--- src/rtl/lfsr_pkg.sv ---
// Shared constants and helpers for the Galois LFSR generator family.
// Feedback masks are for right-shift Galois form: bit k-1 set for each x^k term.
package lfsr_pkg;

  localparam logic [3:0]  TAPS4  = 4'hC;
  localparam logic [4:0]  TAPS5  = 5'h14;
  localparam logic [5:0]  TAPS6  = 6'h30;
  localparam logic [6:0]  TAPS7  = 7'h60;
  localparam logic [7:0]  TAPS8  = 8'hB8;
  localparam logic [8:0]  TAPS9  = 9'h110;
  localparam logic [9:0]  TAPS10 = 10'h240;
  localparam logic [10:0] TAPS11 = 11'h500;
  localparam logic [11:0] TAPS12 = 12'hE08;
  localparam logic [12:0] TAPS13 = 13'h1C80;
  localparam logic [13:0] TAPS14 = 14'h3802;
  localparam logic [14:0] TAPS15 = 15'h6000;
  localparam logic [15:0] TAPS16 = 16'hB400;
  localparam logic [16:0] TAPS17 = 17'h12000;
  localparam logic [17:0] TAPS18 = 18'h20400;
  localparam logic [18:0] TAPS19 = 19'h72000;
  localparam logic [19:0] TAPS20 = 20'h90000;
  localparam logic [20:0] TAPS21 = 21'h140000;
  localparam logic [21:0] TAPS22 = 22'h300000;
  localparam logic [22:0] TAPS23 = 23'h420000;
  localparam logic [23:0] TAPS24 = 24'hE10000;
  localparam logic [24:0] TAPS25 = 25'h1200000;
  localparam logic [25:0] TAPS26 = 26'h2000023;
  localparam logic [26:0] TAPS27 = 27'h4000013;
  localparam logic [27:0] TAPS28 = 28'h9000000;
  localparam logic [28:0] TAPS29 = 29'h14000000;
  localparam logic [29:0] TAPS30 = 30'h20000029;
  localparam logic [30:0] TAPS31 = 31'h48000000;
  localparam logic [31:0] TAPS32 = 32'h80200003;

  localparam logic [15:0] SEED16 = 16'hACE1;
  localparam logic [31:0] SEED32 = 32'hACE1_2D47;

  // Maximal-length mask for a given width, zero-extended to 32 bits.
  function automatic logic [31:0] default_taps(input int width);
    case (width)
      4:  return 32'(TAPS4);
      5:  return 32'(TAPS5);
      6:  return 32'(TAPS6);
      7:  return 32'(TAPS7);
      8:  return 32'(TAPS8);
      9:  return 32'(TAPS9);
      10: return 32'(TAPS10);
      11: return 32'(TAPS11);
      12: return 32'(TAPS12);
      13: return 32'(TAPS13);
      14: return 32'(TAPS14);
      15: return 32'(TAPS15);
      16: return 32'(TAPS16);
      17: return 32'(TAPS17);
      18: return 32'(TAPS18);
      19: return 32'(TAPS19);
      20: return 32'(TAPS20);
      21: return 32'(TAPS21);
      22: return 32'(TAPS22);
      23: return 32'(TAPS23);
      24: return 32'(TAPS24);
      25: return 32'(TAPS25);
      26: return 32'(TAPS26);
      27: return 32'(TAPS27);
      28: return 32'(TAPS28);
      29: return 32'(TAPS29);
      30: return 32'(TAPS30);
      31: return 32'(TAPS31);
      32: return TAPS32;
      default: return 32'h0;
    endcase
  endfunction

  function automatic logic [31:0] lfsr_next(input logic [31:0] s,
                                            input logic [31:0] taps,
                                            input int width);
    logic [31:0] mask;
    mask = (width >= 32) ? 32'hFFFF_FFFF : ((32'd1 << width) - 32'd1);
    return ((s >> 1) ^ (s[0] ? taps : 32'h0)) & mask;
  endfunction

endpackage

--- src/rtl/lfsr_step.sv ---
// One combinational right-shift Galois LFSR step.
module lfsr_step
  import lfsr_pkg::*;
#(
  parameter int              WIDTH = 16,
  parameter logic [WIDTH-1:0] TAPS = TAPS16
) (
  input  logic [WIDTH-1:0] cur,
  output logic [WIDTH-1:0] nxt
);

  assign nxt = {1'b0, cur[WIDTH-1:1]} ^ (cur[0] ? TAPS : '0);

endmodule

--- src/rtl/lfsr_gen.sv ---
// Parametrised Galois LFSR source with step counter, wrap and lockup flags.
// Optional macro LFSR_LOCKUP_RECOVER_EN: zero loads are replaced by SEED.
module lfsr_gen
  import lfsr_pkg::*;
#(
  parameter int               WIDTH = 16,
  parameter logic [WIDTH-1:0] TAPS  = TAPS16,
  parameter logic [WIDTH-1:0] SEED  = SEED16,
  parameter int               STEP  = 1
) (
  input  logic             clk,
  input  logic             reset,
  input  logic             en,
  input  logic             load,
  input  logic [WIDTH-1:0] load_val,
  output logic [WIDTH-1:0] lfsr_out,
  output logic [WIDTH-1:0] step_cnt,
  output logic             wrap,
  output logic             lockup
);

  logic [WIDTH-1:0] state_q, state_d;
  logic [WIDTH-1:0] ref_q, ref_d;
  logic [WIDTH-1:0] cnt_q, cnt_d;
  logic             wrap_q, wrap_d;
  logic             lockup_q, lockup_d;
  logic [STEP:0][WIDTH-1:0] chain;
  logic [WIDTH-1:0] stepped;

  assign chain[0] = state_q;

  for (genvar g = 0; g < STEP; g++) begin : g_step
    lfsr_step #(
      .WIDTH(WIDTH),
      .TAPS (TAPS)
    ) u_step (
      .cur(chain[g]),
      .nxt(chain[g+1])
    );
  end

  assign stepped = chain[STEP];

  always_comb begin
    state_d  = state_q;
    ref_d    = ref_q;
    cnt_d    = cnt_q;
    wrap_d   = 1'b0;
    lockup_d = 1'b0;
    if (load) begin
      cnt_d = '0;
`ifdef LFSR_LOCKUP_RECOVER_EN
      if (load_val == '0) begin
        state_d  = SEED;
        ref_d    = SEED;
        lockup_d = 1'b1;
      end else begin
        state_d = load_val;
        ref_d   = load_val;
      end
`else
      state_d = load_val;
      ref_d   = load_val;
`endif
    end else if (en) begin
      state_d = stepped;
      // Period is measured against the last reset/load value, not SEED.
      if (stepped == ref_q) begin
        wrap_d = 1'b1;
        cnt_d  = '0;
      end else begin
        cnt_d = cnt_q + WIDTH'(1);
      end
    end
`ifndef LFSR_LOCKUP_RECOVER_EN
    lockup_d = (state_d == '0);
`endif
  end

  always_ff @(posedge clk) begin
    if (reset) begin
      state_q  <= SEED;
      ref_q    <= SEED;
      cnt_q    <= '0;
      wrap_q   <= 1'b0;
      lockup_q <= 1'b0;
    end else begin
      state_q  <= state_d;
      ref_q    <= ref_d;
      cnt_q    <= cnt_d;
      wrap_q   <= wrap_d;
      lockup_q <= lockup_d;
    end
  end

  assign lfsr_out = state_q;
  assign step_cnt = cnt_q;
  assign wrap     = wrap_q;
  assign lockup   = lockup_q;

endmodule

--- config.mk ---
export PLATFORM = sky130hd
export DESIGN_NAME = lfsr_gen
export DESIGN_NICKNAME = d
export VERILOG_FILES = /design/src/rtl/lfsr_pkg.sv /design/src/rtl/lfsr_step.sv /design/src/rtl/lfsr_gen.sv
export SDC_FILE = /design/constraint.sdc
export NUM_CORES = 1
export LEC_CHECK = 0
export ABC_AREA = 1
export CAP_MARGIN = 20
export CORE_MARGIN = 4
export CORE_UTILIZATION = 25
export CTS_CLUSTER_SIZE = 10
export DETAILED_ROUTE_END_ITERATION = 6
export GPL_TIMING_DRIVEN = 0
export PLACE_DENSITY = 0.51
export SETUP_SLACK_MARGIN = 0.2
export SYNTH_ARGS = -nofsm -noshare
export SYNTH_HDL_FRONTEND = slang
export SYNTH_SLANG_ARGS = --single-unit
--- constraint.sdc ---
create_clock -name clk -period 1.5 [get_ports clk]
set_input_delay 0.225 -clock clk [delete_from_list [all_inputs] [get_ports clk]]
set_output_delay 0.225 -clock clk [all_outputs]
set_load 0.01 [all_outputs]
==> results of run 1 <==
metal layers:
layer	vias up	wire, µm	global-route usage, %
li1	1288	-	-
met1	1150	3670	18.9
met2	48	3540	22.2
met3	7	332	2.29
met4	0	91	4.02
met5	-	0	0
cells in the mapped netlist (all sizes together), types with 5 or more instances:
master / instances / area [µm²]
inv: 39 / 146
xnor2: 6 / 52.6
nand4: 5 / 31.3
buf: 10 / 53.8
nand2: 97 / 367
o21a: 6 / 45.0
nor2: 58 / 218
nand3: 17 / 85.1
nor3: 7 / 35.0
a21oi: 22 / 110
xor2: 5 / 43.8
dfxtp: 50 / 1000
o21ai: 22 / 110
o211ai: 6 / 45.0
cells by family after synthesis:
| logic type | after synthesis | synth area share (%) |
|---|---|---|
| AOI/OAI and AO/OA | 63 | 15.1 |
| xor gates and xnor gates | 11 | 3.94 |
| adders and majority gates | 1 | 0.512 |
| buffers and inverters | 52 | 8.71 |
| DFF | 50 | 41.0 |
| and+or+nand+nor | 186 | 30.7 |
through the flow:
step / total power, W / area [µm²]
floorplan: 0.00174 / 2470
global placement: 0.00195 / 3140
detailed placement: 0.00195 / 3140
CTS: 0.00276 / 3300
global route: 0.00291 / 3410
finish: 0.00276 / 3410
cell type report:
type	instances	area (µm²)
repair buffers	62	561
multi-input cells	261	1340
plain buffers	13	67.6
well taps	129	161
clock inverters	2	8.76
fillers	1042	5960
flip-flops and latches	50	1050
clock buffers	6	72.6
inverters	39	149
power by group:
part / leakage [nW] / internal [W] / switching (W)
combinational: 1.04 / 0.000224 / 0.000288
sequential: 0.418 / 0.00139 / 0.0000586
clock: 0.0426 / 0.000323 / 0.000478
total: 1.50 / 0.00194 / 0.000825
worst max-delay path: stages, from the launching register on:
cell	delay [ns]
dfxtp_4	0.38
inv_2	0.04
nand2_2	0.05
o21ai_2	0.06
nor2_4	0.13
nand2_2	0.07
nor2_2	0.12
nand2_2	0.08
o21bai_4	0.21
buf_6	0.16
nor2_2	0.04
placed cells by master, fill, tap and decap left out, drive strengths merged, types with 2 or more instances in the layout:
master         Yosys  final
nor3               7      7
nand4              5      5
buf               10     22
o22ai              4      4
o211ai             6      6
clkbuf             3      9
nand2             97     97
clkinv             0      2
dfxtp             50     50
o21ai             22     22
o21a               6      6
nor2              58     58
xor2               5      5
inv               39     39
nand3             17     17
a21oi             22     22
o21bai             3      3
xnor2              6      6
clkdlybuf4s50      0     17
dlygate4sd2        0     33
registers in the layout (all words and copies together) (netlist names):
signal and cells:
lfsr_out 16, lockup 1, step_cnt 16, wrap 1
ref_q 16
path summary, 6_finish.rpt:
check / endpoint / slack [ns]
worst min register to register: ref_q[1]$_SDFFE_PP0P_ / 0.48
worst min-delay path: lfsr_out[13]$_SDFF_PP1_ / 0.33
worst max register to register: step_cnt[5]$_SDFFE_PP0P_ / 0.04
worst max-delay path: step_cnt[5]$_SDFFE_PP0P_ / 0.04
what timing repair did:
item                                    in CTS  in global routing
resized for setup                           69                 30
cloned                                       1                  0
hold buffers                                 0                  0
endpoints found under the setup margin      58                 18
buffers inserted                             7                  3
pin swaps                                   13                 12
==> out/metrics.csv, run 1 <==
stage,metric,value,unit
job,max_cap viols,0,
synth,share of synthesized registers carrying an async set or reset,0,%
route,Initial DRT Pass Iterations,4,
route,vias,2493,
critical_path,cells on worst reg2reg path,10,
clocking,clock sinks,50,
synth,Mapped Area,2440,µm²
grt,antenna violations before repair,0,
outcome,outcome,finished clean,
place,DP Worst Slack,-0.282,ns
critical_path,Critical Path Start,lfsr_out[12]$_SDFF_PP0_,
clocking,CTS Root Cell,clkbuf_8,
floorplan,row count,35,
synth,Most used DFF post-synth,dfxtp_1,
critical_path,reg2reg start,lfsr_out[12]$_SDFF_PP0_,
critical_path,class of the most critical setup path,flop to flop,
synth,Synth cell types,26,
floorplan,die height,107,µm
cells_and_area,layout cell share with drive strength beyond 1,22.2,%
route,routed vias/inst,4.44,
synth,"Seq/Total Area, Yosys",41.0,%
route,final WL,7.63,mm
timing,Max-slew headroom,64.9,%
floorplan,initial core utilization,26.1,%
critical_path,CP startpoint kind,flop,
synth,Synth Instances,363,
power_and_ir_drop,leak pwr,1.50,nW
clocking,Longest Clk Path Bufs,2,
grt,first-pass GRT wire length,12.5,mm
cells_and_area,final std cells w/o fill,562,
floorplan,Core Area,9370,µm²
synth,Post-synth EDFFs,0,
grt,largest net degree at the start of global routing,15,
timing,WHS,0.334,ns
timing,final worst path period need,1.46,ns
synth,syn avg cell area,6.73,µm²
synth,syn_nets,384,
floorplan,die area,11400,µm²
power_and_ir_drop,worst vdd rail ir drop,329,µV
synth,YS warnings,0,
clocking,clk slew on worst S/H paths,0.10,ns
min_path,Hold Path Depth,3,
cells_and_area,fin nets,453,
grt,number of global-route vias before repair,2457,
clocking,clk_lat worst skew,0.31,ns
place,Cells after DPL,543,
timing,Fmax,685,MHz
place,routability cong.,0.813,
critical_path,CP required,1.70,ns
timing,Worst Clk Skew,0.0158,ns
timing,Final setup viols,0,
min_path,worst min path class,input port to flop,
critical_path,Critical Path Fanout Max,5,
floorplan,die width,107,µm
synth,#FFs+latches synth,50,
grt,gr usage total,13.7,%
place,DP HPWL,5.57,mm
route,post-route ant nets,0,
route,Iter 0 DRT Violations,99,
timing,worst slew pin tran,0.526,ns
timing,RSZ-0062 raised after global routing,yes,
place,port buffer count,51,
critical_path,arrival time worst endpoint,1.66,ns
cells_and_area,# diodes,0,
cells_and_area,utilization after layout,36.4,%
timing,final worst slack,0.0404,ns
clocking,H-Tree Depth,2,
power_and_ir_drop,PD cells,809,nW/µm²
route,drt drc,0,
min_path,Hold Crit Start,load,
timing,final hold violations,0,
critical_path,Critical Path Sink Type,flop,
clocking,Inserted Clock Buffers,5,
grt,Congestion Overflow GR,0,
timing,Max Slew Vio Count,0,
route,routed len/inst,13.6,µm
cells_and_area,Area Overhead vs Synth,39.7,%
timing,part of the cycle the worst path needs,97.3,%
timing,TNS Setup,0,ns
clocking,CTS tree,yes,
floorplan,I/O Pins,54,
(Power assumes the default switching activity.)
==> inputs of run 2 (changes only) <==
--- a/config.mk
+++ b/config.mk
@@ -12,7 +12,7 @@
 export CTS_CLUSTER_SIZE = 10
 export DETAILED_ROUTE_END_ITERATION = 6
 export GPL_TIMING_DRIVEN = 0
-export PLACE_DENSITY = 0.51
+export PLACE_DENSITY = 0.42
 export SETUP_SLACK_MARGIN = 0.2
 export SYNTH_ARGS = -nofsm -noshare
 export SYNTH_HDL_FRONTEND = slang
==> out/metrics.csv, run 2 (synthesis results as in run 1) <==
stage,metric,value,unit,change
outcome,failing checks,setup timing,,
route,routed vias/inst,4.52,,+1.9%
timing,final worst slack,-0.0207,ns,-0.0611 ns
route,vias,2522,,+1.2%
timing,Fmax,658,MHz,-4.0%
job,max_cap viols,0,,unchanged
grt,number of global-route vias before repair,2492,,+1.4%
clocking,H-Tree Depth,2,,unchanged
cells_and_area,final std cells w/o fill,558,,-0.71%
power_and_ir_drop,leak pwr,1.52,nW,+0.94%
grt,gr usage total,14.4,%,+0.61 points
min_path,hold path endpoint,lfsr_out[13]$_SDFF_PP1_,,
grt,antenna violations before repair,0,,unchanged
grt,Congestion Overflow GR,0,,unchanged
critical_path,Critical Path Fanout Max,7,,+2
clocking,CTS Root Cell,clkbuf_8,,
cells_and_area,layout cell share with drive strength beyond 1,21.7,%,-0.49 points
power_and_ir_drop,PD cells,826,nW/µm²,+2.1%
timing,WHS,0.338,ns,+0.00399 ns
route,Iter 0 DRT Violations,117,,+18%
clocking,clock sinks,50,,unchanged
timing,Max Slew Vio Count,0,,unchanged
power_and_ir_drop,Psw,0.000810,W,-1.7%
cells_and_area,# diodes,0,,unchanged
critical_path,reg2reg start,lfsr_out[0]$_SDFF_PP1_,,
floorplan,initial core utilization,26.1,%,unchanged
power_and_ir_drop,switch share,28.9,%,-0.95 points
timing,part of the cycle the worst path needs,101,%,+4.1 points
grt,first-pass GRT wire length,12.9,mm,+2.8%
critical_path,reg2reg end,step_cnt[8]$_SDFFE_PP0P_,,
power_and_ir_drop,power share of the clock group,29.6,%,+0.6 points
floorplan,Core Area,9370,µm²,unchanged
timing,final worst path period need,1.52,ns,+0.0611 ns
timing,worst slew pin tran,0.526,ns,+0.000220 ns
place,routability cong.,0.755,,-7.2%
clocking,CTS tree,yes,,
place,Cells after DPL,543,,unchanged
timing,Max-slew headroom,64.9,%,about the same
critical_path,CP startpoint kind,flop,,
critical_path,arrival time worst endpoint,1.72,ns,+0.06 ns
timing,Final setup viols,13,,+13
route,drt drc,0,,unchanged
critical_path,Worst R2R Setup Slack,-0.02,ns,-0.06 ns
power_and_ir_drop,Sequential Power Share,51.9,%,-0.6 points
timing,Worst Clk Skew,0.0114,ns,-0.00446 ns
critical_path,class of the most critical setup path,flop to flop,,
grt,largest net degree at the start of global routing,15,,unchanged
min_path,worst min path class,input port to flop,,
timing,final hold violations,0,,unchanged
min_path,Hold Crit Start,load,,
clocking,clk_lat worst skew,0.31,ns,about the same
power_and_ir_drop,Combinational Power Share,18.5,%,about the same
floorplan,die width,107,µm,unchanged
floorplan,die height,107,µm,unchanged
power_and_ir_drop,worst vdd rail ir drop,316,µV,-4.0%
route,Initial DRT Pass Iterations,4,,unchanged
route,post-route ant nets,0,,unchanged
route,final WL,7.98,mm,+4.6%
floorplan,I/O Pins,54,,unchanged
power_and_ir_drop,Pint,0.00199,W,+2.9%
cells_and_area,"commonest non-fill, non-tap cell in the layout",nand2_1,,
cells_and_area,fin nets,449,,-0.88%
floorplan,row count,35,,unchanged
clocking,Longest Clk Path Bufs,2,,unchanged
outcome,outcome,"finished, violations left",,
cells_and_area,Fillers,1058,,+1.5%
clocking,# hold bufs at CTS,0,,unchanged
clocking,Inserted Clock Buffers,5,,unchanged
place,port buffer count,51,,unchanged
timing,RSZ-0062 raised after global routing,yes,,
critical_path,CP required,1.70,ns,about the same
place,DP HPWL,5.82,mm,+4.4%
cells_and_area,Area Overhead vs Synth,38.9,%,
cells_and_area,most frequent cells in the layout,"84 x nand2_1, 42 x nor2_1, 34 x inv_1, 34 x dlygate4sd2_1, 23 x dfxtp_1",,
floorplan,die area,11400,µm²,unchanged
clocking,clk slew on worst S/H paths,0.10,ns,about the same
critical_path,cells on worst reg2reg path,10,,unchanged
min_path,Hold Path Depth,3,,unchanged
critical_path,Critical Path Sink Type,flop,,
route,routed len/inst,14.3,µm,+5.3%
[run 2: cell type report]
type,count,area [µm²],share of cell area (%)
inverter,39,149,4.39
sequential,50,1050,30.9
multi-input combinational,261,1340,39.5
tap,129,161,4.76
timing repair buffer,58,536,15.8
buffer,13,67.6,1.99
clock buffer,8,90.1,2.66
[run 2: power by group through the flow]
stage          logic (W)  clock network (W)  registers [W]
6_report        0.000519           0.000830        0.00145
5_1_grt         0.000580           0.000921        0.00146
4_1_cts         0.000493           0.000879        0.00145
3_5_place_dp    0.000481                  0        0.00148
3_3_place_gp    0.000482                  0        0.00148
2_1_floorplan   0.000262                  0        0.00148
[run 2: metal layers]
| metal | vias to the layer above | share of wire [%] | track usage (%) |
|---|---|---|---|
| met5 | - | 0 | 0 |
| met4 | 0 | 1.4 | 4.75 |
| met3 | 9 | 4.3 | 2.41 |
| met2 | 58 | 44 | 22.4 |
| met1 | 1165 | 50 | 20.1 |
| li1 | 1290 | - | - |
[run 2: worst max-delay path: stages (launching register included)]
cell,delay (ns)
dfxtp_4,0.39
buf_6,0.12
nand2_2,0.04
nand2_1,0.04
nor2_1,0.11
nand2_1,0.06
nor2_1,0.11
nand2_2,0.10
o21bai_4,0.23
buf_6,0.16
nor2_1,0.04
[run 2: worst max path at each step]
stage                           startpoint                       end
floorplan           lfsr_out[0]$_SDFF_PP1_  step_cnt[6]$_SDFFE_PP0P_
global placement                     reset     ref_q[6]$_SDFFE_PP1P_
detailed placement                   reset    ref_q[13]$_SDFFE_PP1P_
CTS                 lfsr_out[0]$_SDFF_PP1_  step_cnt[5]$_SDFFE_PP0P_
global route        lfsr_out[0]$_SDFF_PP1_  step_cnt[9]$_SDFFE_PP0P_
finish              lfsr_out[0]$_SDFF_PP1_  step_cnt[8]$_SDFFE_PP0P_
[run 2: repair_timing]
item / 4_1_cts / 5_1_grt
pin swaps: 11 / 12
gates cloned: 1 / 0
resized for setup: 64 / 34
buffers inserted: 6 / 0
setup endpoints to repair: 59 / 19
[run 2: through the flow]
stage	setup TNS, ns	area, µm²	util, %	power (W)	setup WS [ns]
2_1_floorplan	0	2470	-	0.00174	0.193
3_3_place_gp	-5.03	3140	33.5	0.00196	-0.365
3_5_place_dp	-4.75	3140	33.5	0.00196	-0.349
5_1_grt	-0.958	3390	36.2	0.00296	-0.0780
6_report	-0.117	3390	36.2	0.00280	-0.0207
4_1_cts	0	3300	35.2	0.00282	0.00723
